**config.mk**
```make
export PLATFORM = sky130hd
export DESIGN_NAME = i2c_write_arbiter_flat
export DESIGN_NICKNAME = d
export VERILOG_FILES = /design/src/rtl/i2c_write_arbiter_if.sv /design/src/rtl/i2c_write_arbiter.sv /design/src/flat_wrapper.sv
export SDC_FILE = /design/constraint.sdc
export NUM_CORES = 1
export LEC_CHECK = 0
export CAP_MARGIN = 0
export CORE_MARGIN = 10
export CORE_UTILIZATION = 48
export DETAILED_ROUTE_END_ITERATION = 16
export PLACE_DENSITY = 0.87
export SLEW_MARGIN = 20
export SYNTH_ARGS = -nofsm -noshare
export SYNTH_HDL_FRONTEND = slang
export SYNTH_SLANG_ARGS = --single-unit
```
**constraint.sdc**
```tcl
create_clock -name clock -period 3.8 [get_ports clock]
set_input_delay 0.76 -clock clock [delete_from_list [all_inputs] [get_ports clock]]
set_output_delay 0.76 -clock clock [all_outputs]
set_load 0.02 [all_outputs]
```
**src/rtl/i2c_write_arbiter_if.sv**
```systemverilog
// Signal bundle between i2c_write_arbiter and its two requesters plus the shared byte engine.
// master = arbiter side; slave = requesters and engine side.
interface i2c_write_arbiter_if;
   logic       req0, req1;
   logic [7:0] addr0, reg0, data0;
   logic [7:0] addr1, reg1, data1;
   logic       done0, done1;
   logic [7:0] status0, status1;
   logic       err0, err1;
   logic [7:0] eng_address, eng_register, eng_data;
   logic       eng_enable_send;
   logic       eng_busy;
   logic [7:0] eng_status;
   logic       grant;
   logic       arb_busy;

   modport master (
      input  req0, req1, addr0, reg0, data0, addr1, reg1, data1, eng_busy, eng_status,
      output done0, done1, status0, status1, err0, err1,
             eng_address, eng_register, eng_data, eng_enable_send, grant, arb_busy
   );

   modport slave (
      output req0, req1, addr0, reg0, data0, addr1, reg1, data1, eng_busy, eng_status,
      input  done0, done1, status0, status1, err0, err1,
             eng_address, eng_register, eng_data, eng_enable_send, grant, arb_busy
   );
endinterface

```
**src/rtl/i2c_write_arbiter.sv**
```systemverilog
// Round-robin sharing of one i2c_master_write_byte engine between two register-write requesters.
// Define I2C_ARB_RETRY_EN to retry NACKed transfers up to MAX_RETRY extra times.
module i2c_write_arbiter #(
   parameter int MAX_RETRY     = 2,
   parameter int START_TIMEOUT = 4096
) (
   input  logic                clock,
   input  logic                reset,
   i2c_write_arbiter_if.master bus
);

   typedef enum logic [2:0] {IDLE, START, RUN, CHECK, DONE, FAIL} state_t;

   localparam logic [7:0]  ACK_MASK     = 8'h2A;
   localparam logic [15:0] TIMEOUT_LAST = 16'(START_TIMEOUT - 1);

   state_t      state, state_nxt;
   logic        busy_p0, busy_p1;
   logic        last_served;
   logic        pick;
   logic        grant_q;
   logic [15:0] tmo_cnt;
   logic [7:0]  eng_address_q, eng_register_q, eng_data_q;
   logic [7:0]  status0_q, status1_q;
   logic        err0_q, err1_q;
   logic [7:0]  fin_status;
   logic        retry_ok;

   function automatic logic ack_ok(input logic [7:0] st);
      return (st & ACK_MASK) == ACK_MASK;
   endfunction

`ifdef I2C_ARB_RETRY_EN
   logic [2:0] retry_cnt;

   assign retry_ok = retry_cnt < 3'(MAX_RETRY);

   always_ff @(posedge clock or negedge reset) begin
      if (!reset)
         retry_cnt <= 3'd0;
      else if (state == IDLE)
         retry_cnt <= 3'd0;
      else if (state == CHECK && state_nxt == START)
         retry_cnt <= retry_cnt + 3'd1;
   end
`else
   // Retry depth has no effect when every grant makes a single attempt.
   logic [2:0] unused_max_retry;

   assign unused_max_retry = 3'(MAX_RETRY);
   assign retry_ok         = 1'b0;
`endif

   // Stage p0/p1: two-flop synchronizer, busy_p1 is busy_s (1 = engine idle).
   always_ff @(posedge clock or negedge reset) begin
      if (!reset) begin
         busy_p0 <= 1'b1;
         busy_p1 <= 1'b1;
      end else begin
         busy_p0 <= bus.eng_busy;
         busy_p1 <= busy_p0;
      end
   end

   always_comb begin
      pick = 1'b0;
      if (bus.req0 && bus.req1)
         pick = ~last_served;
      else if (bus.req1)
         pick = 1'b1;
   end

   always_ff @(posedge clock or negedge reset) begin
      if (!reset)
         state <= IDLE;
      else
         state <= state_nxt;
   end

   always_comb begin
      state_nxt = state;
      case (state)
         IDLE:  if (bus.req0 || bus.req1) state_nxt = START;
         START: begin
            if (!busy_p1)
               state_nxt = RUN;
            else if (tmo_cnt == TIMEOUT_LAST)
               state_nxt = FAIL;
         end
         RUN:   if (busy_p1) state_nxt = CHECK;
         CHECK: begin
            if (ack_ok(bus.eng_status))
               state_nxt = DONE;
            else if (retry_ok)
               state_nxt = START;
            else
               state_nxt = FAIL;
         end
         DONE, FAIL: state_nxt = IDLE;
         default:    state_nxt = IDLE;
      endcase
   end

   always_comb begin
      bus.eng_enable_send = (state != START);
      bus.arb_busy        = (state != IDLE);
      bus.done0           = (state == DONE || state == FAIL) && !grant_q;
      bus.done1           = (state == DONE || state == FAIL) && grant_q;
   end

   // A timeout reaches FAIL from START and reports no engine status.
   assign fin_status = (state == CHECK) ? bus.eng_status : 8'h00;

   always_ff @(posedge clock or negedge reset) begin
      if (!reset) begin
         grant_q        <= 1'b0;
         last_served    <= 1'b1;
         tmo_cnt        <= 16'd0;
         eng_address_q  <= 8'h00;
         eng_register_q <= 8'h00;
         eng_data_q     <= 8'h00;
         status0_q      <= 8'h00;
         status1_q      <= 8'h00;
         err0_q         <= 1'b0;
         err1_q         <= 1'b0;
      end else begin
         if (state == IDLE && state_nxt == START) begin
            grant_q        <= pick;
            eng_address_q  <= pick ? bus.addr1 : bus.addr0;
            eng_register_q <= pick ? bus.reg1  : bus.reg0;
            eng_data_q     <= pick ? bus.data1 : bus.data0;
         end

         if (state == START)
            tmo_cnt <= tmo_cnt + 16'd1;
         else
            tmo_cnt <= 16'd0;

         if (state_nxt == DONE || state_nxt == FAIL) begin
            if (grant_q) begin
               status1_q <= fin_status;
               err1_q    <= (state_nxt == FAIL);
            end else begin
               status0_q <= fin_status;
               err0_q    <= (state_nxt == FAIL);
            end
         end

         if (state == DONE || state == FAIL)
            last_served <= grant_q;
      end
   end

   assign bus.grant        = grant_q;
   assign bus.eng_address  = eng_address_q;
   assign bus.eng_register = eng_register_q;
   assign bus.eng_data     = eng_data_q;
   assign bus.status0      = status0_q;
   assign bus.status1      = status1_q;
   assign bus.err0         = err0_q;
   assign bus.err1         = err1_q;

endmodule
```
**src/flat_wrapper.sv**
```systemverilog
// flat-port wrapper written by rule: the top's interface ports become plain ports
module i2c_write_arbiter_flat 
#(
   parameter int MAX_RETRY     = 2,
   parameter int START_TIMEOUT = 4096
)
  (clock, reset, bus_req0, bus_req1, bus_addr0, bus_reg0, bus_data0, bus_addr1, bus_reg1, bus_data1, bus_eng_busy, bus_eng_status, bus_done0, bus_done1, bus_status0, bus_status1, bus_err0, bus_err1, bus_eng_address, bus_eng_register, bus_eng_data, bus_eng_enable_send, bus_grant, bus_arb_busy);
  i2c_write_arbiter_if bus_i ();
  input  logic clock;
  input  logic reset;
  input wire logic [$bits(bus_i.req0)-1:0] bus_req0;
  input wire logic [$bits(bus_i.req1)-1:0] bus_req1;
  input wire logic [$bits(bus_i.addr0)-1:0] bus_addr0;
  input wire logic [$bits(bus_i.reg0)-1:0] bus_reg0;
  input wire logic [$bits(bus_i.data0)-1:0] bus_data0;
  input wire logic [$bits(bus_i.addr1)-1:0] bus_addr1;
  input wire logic [$bits(bus_i.reg1)-1:0] bus_reg1;
  input wire logic [$bits(bus_i.data1)-1:0] bus_data1;
  input wire logic [$bits(bus_i.eng_busy)-1:0] bus_eng_busy;
  input wire logic [$bits(bus_i.eng_status)-1:0] bus_eng_status;
  output wire logic [$bits(bus_i.done0)-1:0] bus_done0;
  output wire logic [$bits(bus_i.done1)-1:0] bus_done1;
  output wire logic [$bits(bus_i.status0)-1:0] bus_status0;
  output wire logic [$bits(bus_i.status1)-1:0] bus_status1;
  output wire logic [$bits(bus_i.err0)-1:0] bus_err0;
  output wire logic [$bits(bus_i.err1)-1:0] bus_err1;
  output wire logic [$bits(bus_i.eng_address)-1:0] bus_eng_address;
  output wire logic [$bits(bus_i.eng_register)-1:0] bus_eng_register;
  output wire logic [$bits(bus_i.eng_data)-1:0] bus_eng_data;
  output wire logic [$bits(bus_i.eng_enable_send)-1:0] bus_eng_enable_send;
  output wire logic [$bits(bus_i.grant)-1:0] bus_grant;
  output wire logic [$bits(bus_i.arb_busy)-1:0] bus_arb_busy;
  assign bus_i.req0 = bus_req0;
  assign bus_i.req1 = bus_req1;
  assign bus_i.addr0 = bus_addr0;
  assign bus_i.reg0 = bus_reg0;
  assign bus_i.data0 = bus_data0;
  assign bus_i.addr1 = bus_addr1;
  assign bus_i.reg1 = bus_reg1;
  assign bus_i.data1 = bus_data1;
  assign bus_i.eng_busy = bus_eng_busy;
  assign bus_i.eng_status = bus_eng_status;
  assign bus_done0 = bus_i.done0;
  assign bus_done1 = bus_i.done1;
  assign bus_status0 = bus_i.status0;
  assign bus_status1 = bus_i.status1;
  assign bus_err0 = bus_i.err0;
  assign bus_err1 = bus_i.err1;
  assign bus_eng_address = bus_i.eng_address;
  assign bus_eng_register = bus_i.eng_register;
  assign bus_eng_data = bus_i.eng_data;
  assign bus_eng_enable_send = bus_i.eng_enable_send;
  assign bus_grant = bus_i.grant;
  assign bus_arb_busy = bus_i.arb_busy;
  i2c_write_arbiter #(.MAX_RETRY(MAX_RETRY), .START_TIMEOUT(START_TIMEOUT)) u_core (.clock(clock), .reset(reset), .bus(bus_i));
endmodule
```
# Yosys cells after proc, flatten, opt, wreduce, memory -nomap -nowiden
# Cells that the tools add are included.
word_totals:
  regBits: 65
  latch_bits: 0
  mem_bits_rw: 0
  romBits: 0
  in_bits: 61
  output_inout_bits: 47
  wordCells: 52
  memories: 0
classes:
  add_sub_neg: 1
  multipliers: 0
  n_div: 0
  magnitude_cmp: 0
  eq_ne: 11
  n_shift: 0
  mux: 13
  bitwise_logic: 2
  reduce_logical: 12
ops:
  columns: ["cell", "n"]
  rows:
  - ["8-bit two-way mux", 4]
  - ["16-bit by 1-bit adder with 16-bit output (second input constant)", 1]
  - ["16-bit by 12-bit == test with 1-bit output (second input constant)", 1]
  - ["16-bit two-way mux", 1]
  - ["3-bit == test (second input constant)", 5]
  - ["3-bit two-way mux", 4]
  - ["3-bit case mux with 4 select lines", 1]
  - ["3-bit by 1-bit == test with 1-bit output (second input constant)", 2]
  - ["3-bit by 2-bit == test with 1-bit output (second input constant)", 2]
  - ["1-bit logical AND", 4]
  - ["2-bit AND reduction", 2]
  - ["3-bit logical NOT", 1]
  - ["1-bit logical OR", 3]
  - ["1-bit two-way mux", 3]
  - ["3-bit by 1-bit inequality test with 1-bit output (second input constant)", 1]
  - ["3-bit nonzero test", 1]
  - ["1-bit NOT", 2]
  - ["1-bit logical NOT", 1]

# Logic depth before layout (Yosys ltp)
logic_depth:
  word_depth: 7
  ltp_mapped: 6
  depth_no_buf: 5

# Worst setup path after synthesis
# Ideal clock, no wire load.
synth_timing:
  kind: "reg-to-output"
  startpoint: "register u_core.state[1]"
  endpoint: "output port bus_eng_enable_send"
  t_arrival_ns: 1.198
  required_ns: 3.040
  slack_ns: 1.842
  path_stages_with_launch: 5
  n_path_buf: 2
  path_cell_list: "dfrtp_1 > buf_2 > nor3b_1 > inv_1 > clkbuf_1"
synth_via:
  elab_chain_len: 1
synth_lines:
  columns: ["element", "line_no", "source"]
  rows:
  - ["from (decl)", "i2c_write_arbiter.sv:17", "state_t state, state_nxt;"]
  - ["from (signal assigned)", "i2c_write_arbiter.sv:77", "state <= state_nxt;"]
  - ["3-bit by 1-bit inequality test with 1-bit output", "i2c_write_arbiter.sv:105", "bus.eng_enable_send = (state != START);"]
  - ["to (decl)", "flat_wrapper.sv:30", "output wire logic [$bits(bus_i.eng_enable_send)-1:0] bus_eng_enable_send;"]
# No other way between the ends.

# Worst setup path in the final report
# Same ends and word-level chain as after synthesis.

==> metrics.cfg <==
[timing]
hold_viol_final = 0
rsz0062_at_grt = false
period_needed_ns = 3.020
finalSetupTns_ns = 0
layout_setup_ws_ns = 0.7802
tightest_slew_ns = 1.021
finalClockSkew_ns = 0.009868
relSlewSlack_pct = 31.75
slew_viol_final = 0
min_period_over_period_pct = 79.47
setup_viol = 0
fmax_mhz = 331.1

[clock_tree]
cts_tree = built
clk_path_buf_depth = 2
numClockSinks = 65
cts_root_buf = clkbuf_8
h-tree-depth = 3
postCtsSetupBuffers = 0
cts_made_buffers = 9
ctsHoldBuffers = 0
clk_pin_slew_ns = 0.07
ctsResizeCount = 0
clock_latency_ns = 0.34

[synth]
avgSynthCellArea_sq_um = 11.45
syn_area_sq_um = 2898
yosys_warnings = 0
ys_seq_elements = 65
synth_cells = 253
synthArstFlopShare_pct = 100.0
synth-seq-area-share_pct = 56.26
yosys_most_used_dff = dfrtp_1
synth_edf_count = 0
syn_nets = 315
ys_types = 41

[global_route]
grt_max_degree = 66
grt_util_met2_pct = 30.91
grt_use_met3_pct = 6.188
gr-max-usage-layer = met2
globalRouteTotalUtil_pct = 17.36
antenna_found_initial = 0
grt.overflow.total = 0
grt_pass1_vias = 2583
met1_usage_pct = 18.55
grt_pass1_wl_um = 13480

[die]
die_x_um = 97.70
io-pin-count = 108
dieArea_sq_um = 9545
core_area_sq_um = 5886
start_util_pct = 49.23
die_y_um = 97.70
rows = 28

[layout]
diodes = 0
final_common_cell = clkdlybuf4s50_1
mostFrequentLayoutCells = 106 x clkdlybuf4s50_1, 62 x dfrtp_1, 43 x nor2_1, 26 x a21oi_1, 24 x mux2i_1
area_growth_pct = 46.24
layout-drive-gt1-share_pct = 13.93
nets = 423
fill_cells = 430

[routing]
vias_per_cell = 5.390
routedWlPerCell_um = 18.43
routed_wl_um = 8129
vias = 2377
postRouteAntennaNets = 0
drc = 0
drtIter0Drc = 109
dr.pass1.iters = 4

[setup_path]
path_max_fanout = 16
crit_family = buffers and inverters
r2r_slack_ns = 1.61
reg2reg_to = u_core.bus.grant
cp-startpoint = u_core.state[1]
path_class = reg -> out
worst-path-buf-inv = 2
cp_slowest_cell = clkdlybuf4s50_1
critPathCaptureType = primary output
crit_arrival_ns = 2.26
cp.required_ns = 3.04
crit_end = bus_eng_enable_send
path_depth = 3
worstReg2RegStart = u_core.state[1]
cp_slowest_stage_delay_ns = 0.64
crit_path_start_kind = flop
r2r_cells = 3
worstPathCellList = nor3b_1 -> inv_1 -> clkdlybuf4s50_1

[placement]
dp_hpwl_um = 5901
globalplace.congestion = 0.8103
place_ws_ns = 1.149
port_buffers = 107

[pwr]
vdd_drop_max_uv = 559.1
p_leak_nw = 1.817
power_density_nw_per_um2 = 751.5

[run_status]
status = completed

[worst_hold_path]
hp-class = reg -> reg
min_from = u_core.busy_p0

[run]
max_cap_viol_count = 0

==> worst reg2reg max path, cell delays in order (launching register included) <==
cell and delay (ns):
dfrtp_1 0.50, or3_4 0.47, nor2_4 0.81, o21ai_0 0.24
==> registers in the layout, summed over array words and instances, names as in the netlist, 3 cells and up <==
register	flops
u_core.bus.eng_address	8
u_core.bus.eng_data	8
u_core.bus.status0	8
u_core.state	3
u_core.bus.eng_register	8
u_core.bus.status1	8
u_core.tmo_cnt	16
==> synthesized netlist by cell type (all sizes together), types with 3 or more instances <==
cell,instances,area [sq um]
xor2,3,26.28
nor4,4,25.02
mux2i,24,240.2
inv,5,18.77
nor2,44,167.7
nand4,5,46.29
dfrtp,62,1551
nand2,3,11.26
clkbuf,3,12.51
nor3,5,36.29
dfstp,3,78.83
buf,9,45.04
nand3,5,25.02
xnor2,11,96.34
a22o,16,160.2
a21oi,28,162.7
==> report_power, final <==
part           total, W  switching, W  leakage, nW  internal, W
Combinational   0.00150      0.000780        0.927     0.000720
Sequential      0.00113      0.000180        0.792     0.000946
Clock          0.000558      0.000269       0.0984     0.000289
==> logic make-up (layout without fill, tap and decap cells) <==
| family | count (synthesis) | after routing | share of synthesized area [%] |
|---|---|---|---|
| buffers and inverters | 17 | 130 | 2.634 |
| adder cells (fa/ha/maj) | 1 | 1 | 0.4317 |
| AND/OR/NAND/NOR | 79 | 79 | 14.42 |
| multiplexers | 26 | 26 | 9.326 |
| flip-flops | 65 | 65 | 56.26 |
| AO/OA/AOI/OAI | 51 | 51 | 12.69 |
| XOR/XNOR | 14 | 14 | 4.232 |
==> how the worst min path moves through the flow <==
stage                     endpoint  slack, ns  depth (start not counted)
floorplan           u_core.busy_p1       0.35                          0
global placement    u_core.busy_p1       0.35                          0
detailed placement  u_core.busy_p1       0.36                          0
CTS                 u_core.busy_p1       0.37                          0
global route        u_core.busy_p1       0.37                          0
finish              u_core.busy_p1       0.37                          0
==> stage by stage <==
step	util (%)	area, sq um	total power, W	hold slack, ns	cells
after floorplan	-	2898	0.001914	0.3452	253
after global placement	68.60	4038	0.002566	0.3455	425
after detailed placement	68.60	4038	0.002624	0.3560	425
after CTS	71.85	4229	0.003201	0.3665	441
final	72.00	4238	0.003185	0.3654	441
after global routing	72.00	4238	0.003383	0.3720	441
==> cell type report <==
| class | instances | area, sq um | share of cell area (%) |
|---|---|---|---|
| flip-flops and latches | 65 | 1630 | 38.47 |
| multi-input cells | 171 | 1222 | 28.85 |
| repair buffers | 109 | 1081 | 25.51 |
| clock buffers | 12 | 165.2 | 3.897 |
| well taps | 75 | 93.84 | 2.214 |
| clock inverters | 4 | 26.28 | 0.6200 |
| inverters | 5 | 18.77 | 0.4429 |
==> metal layers <==
layer / part of all wire (%) / wire length, um
met5: 0 / 0
met4: 1.5 / 125
met2: 55 / 4459
met1: 38 / 3065
met3: 5.9 / 480
Note: power is estimated with default switching activity, not from simulation.
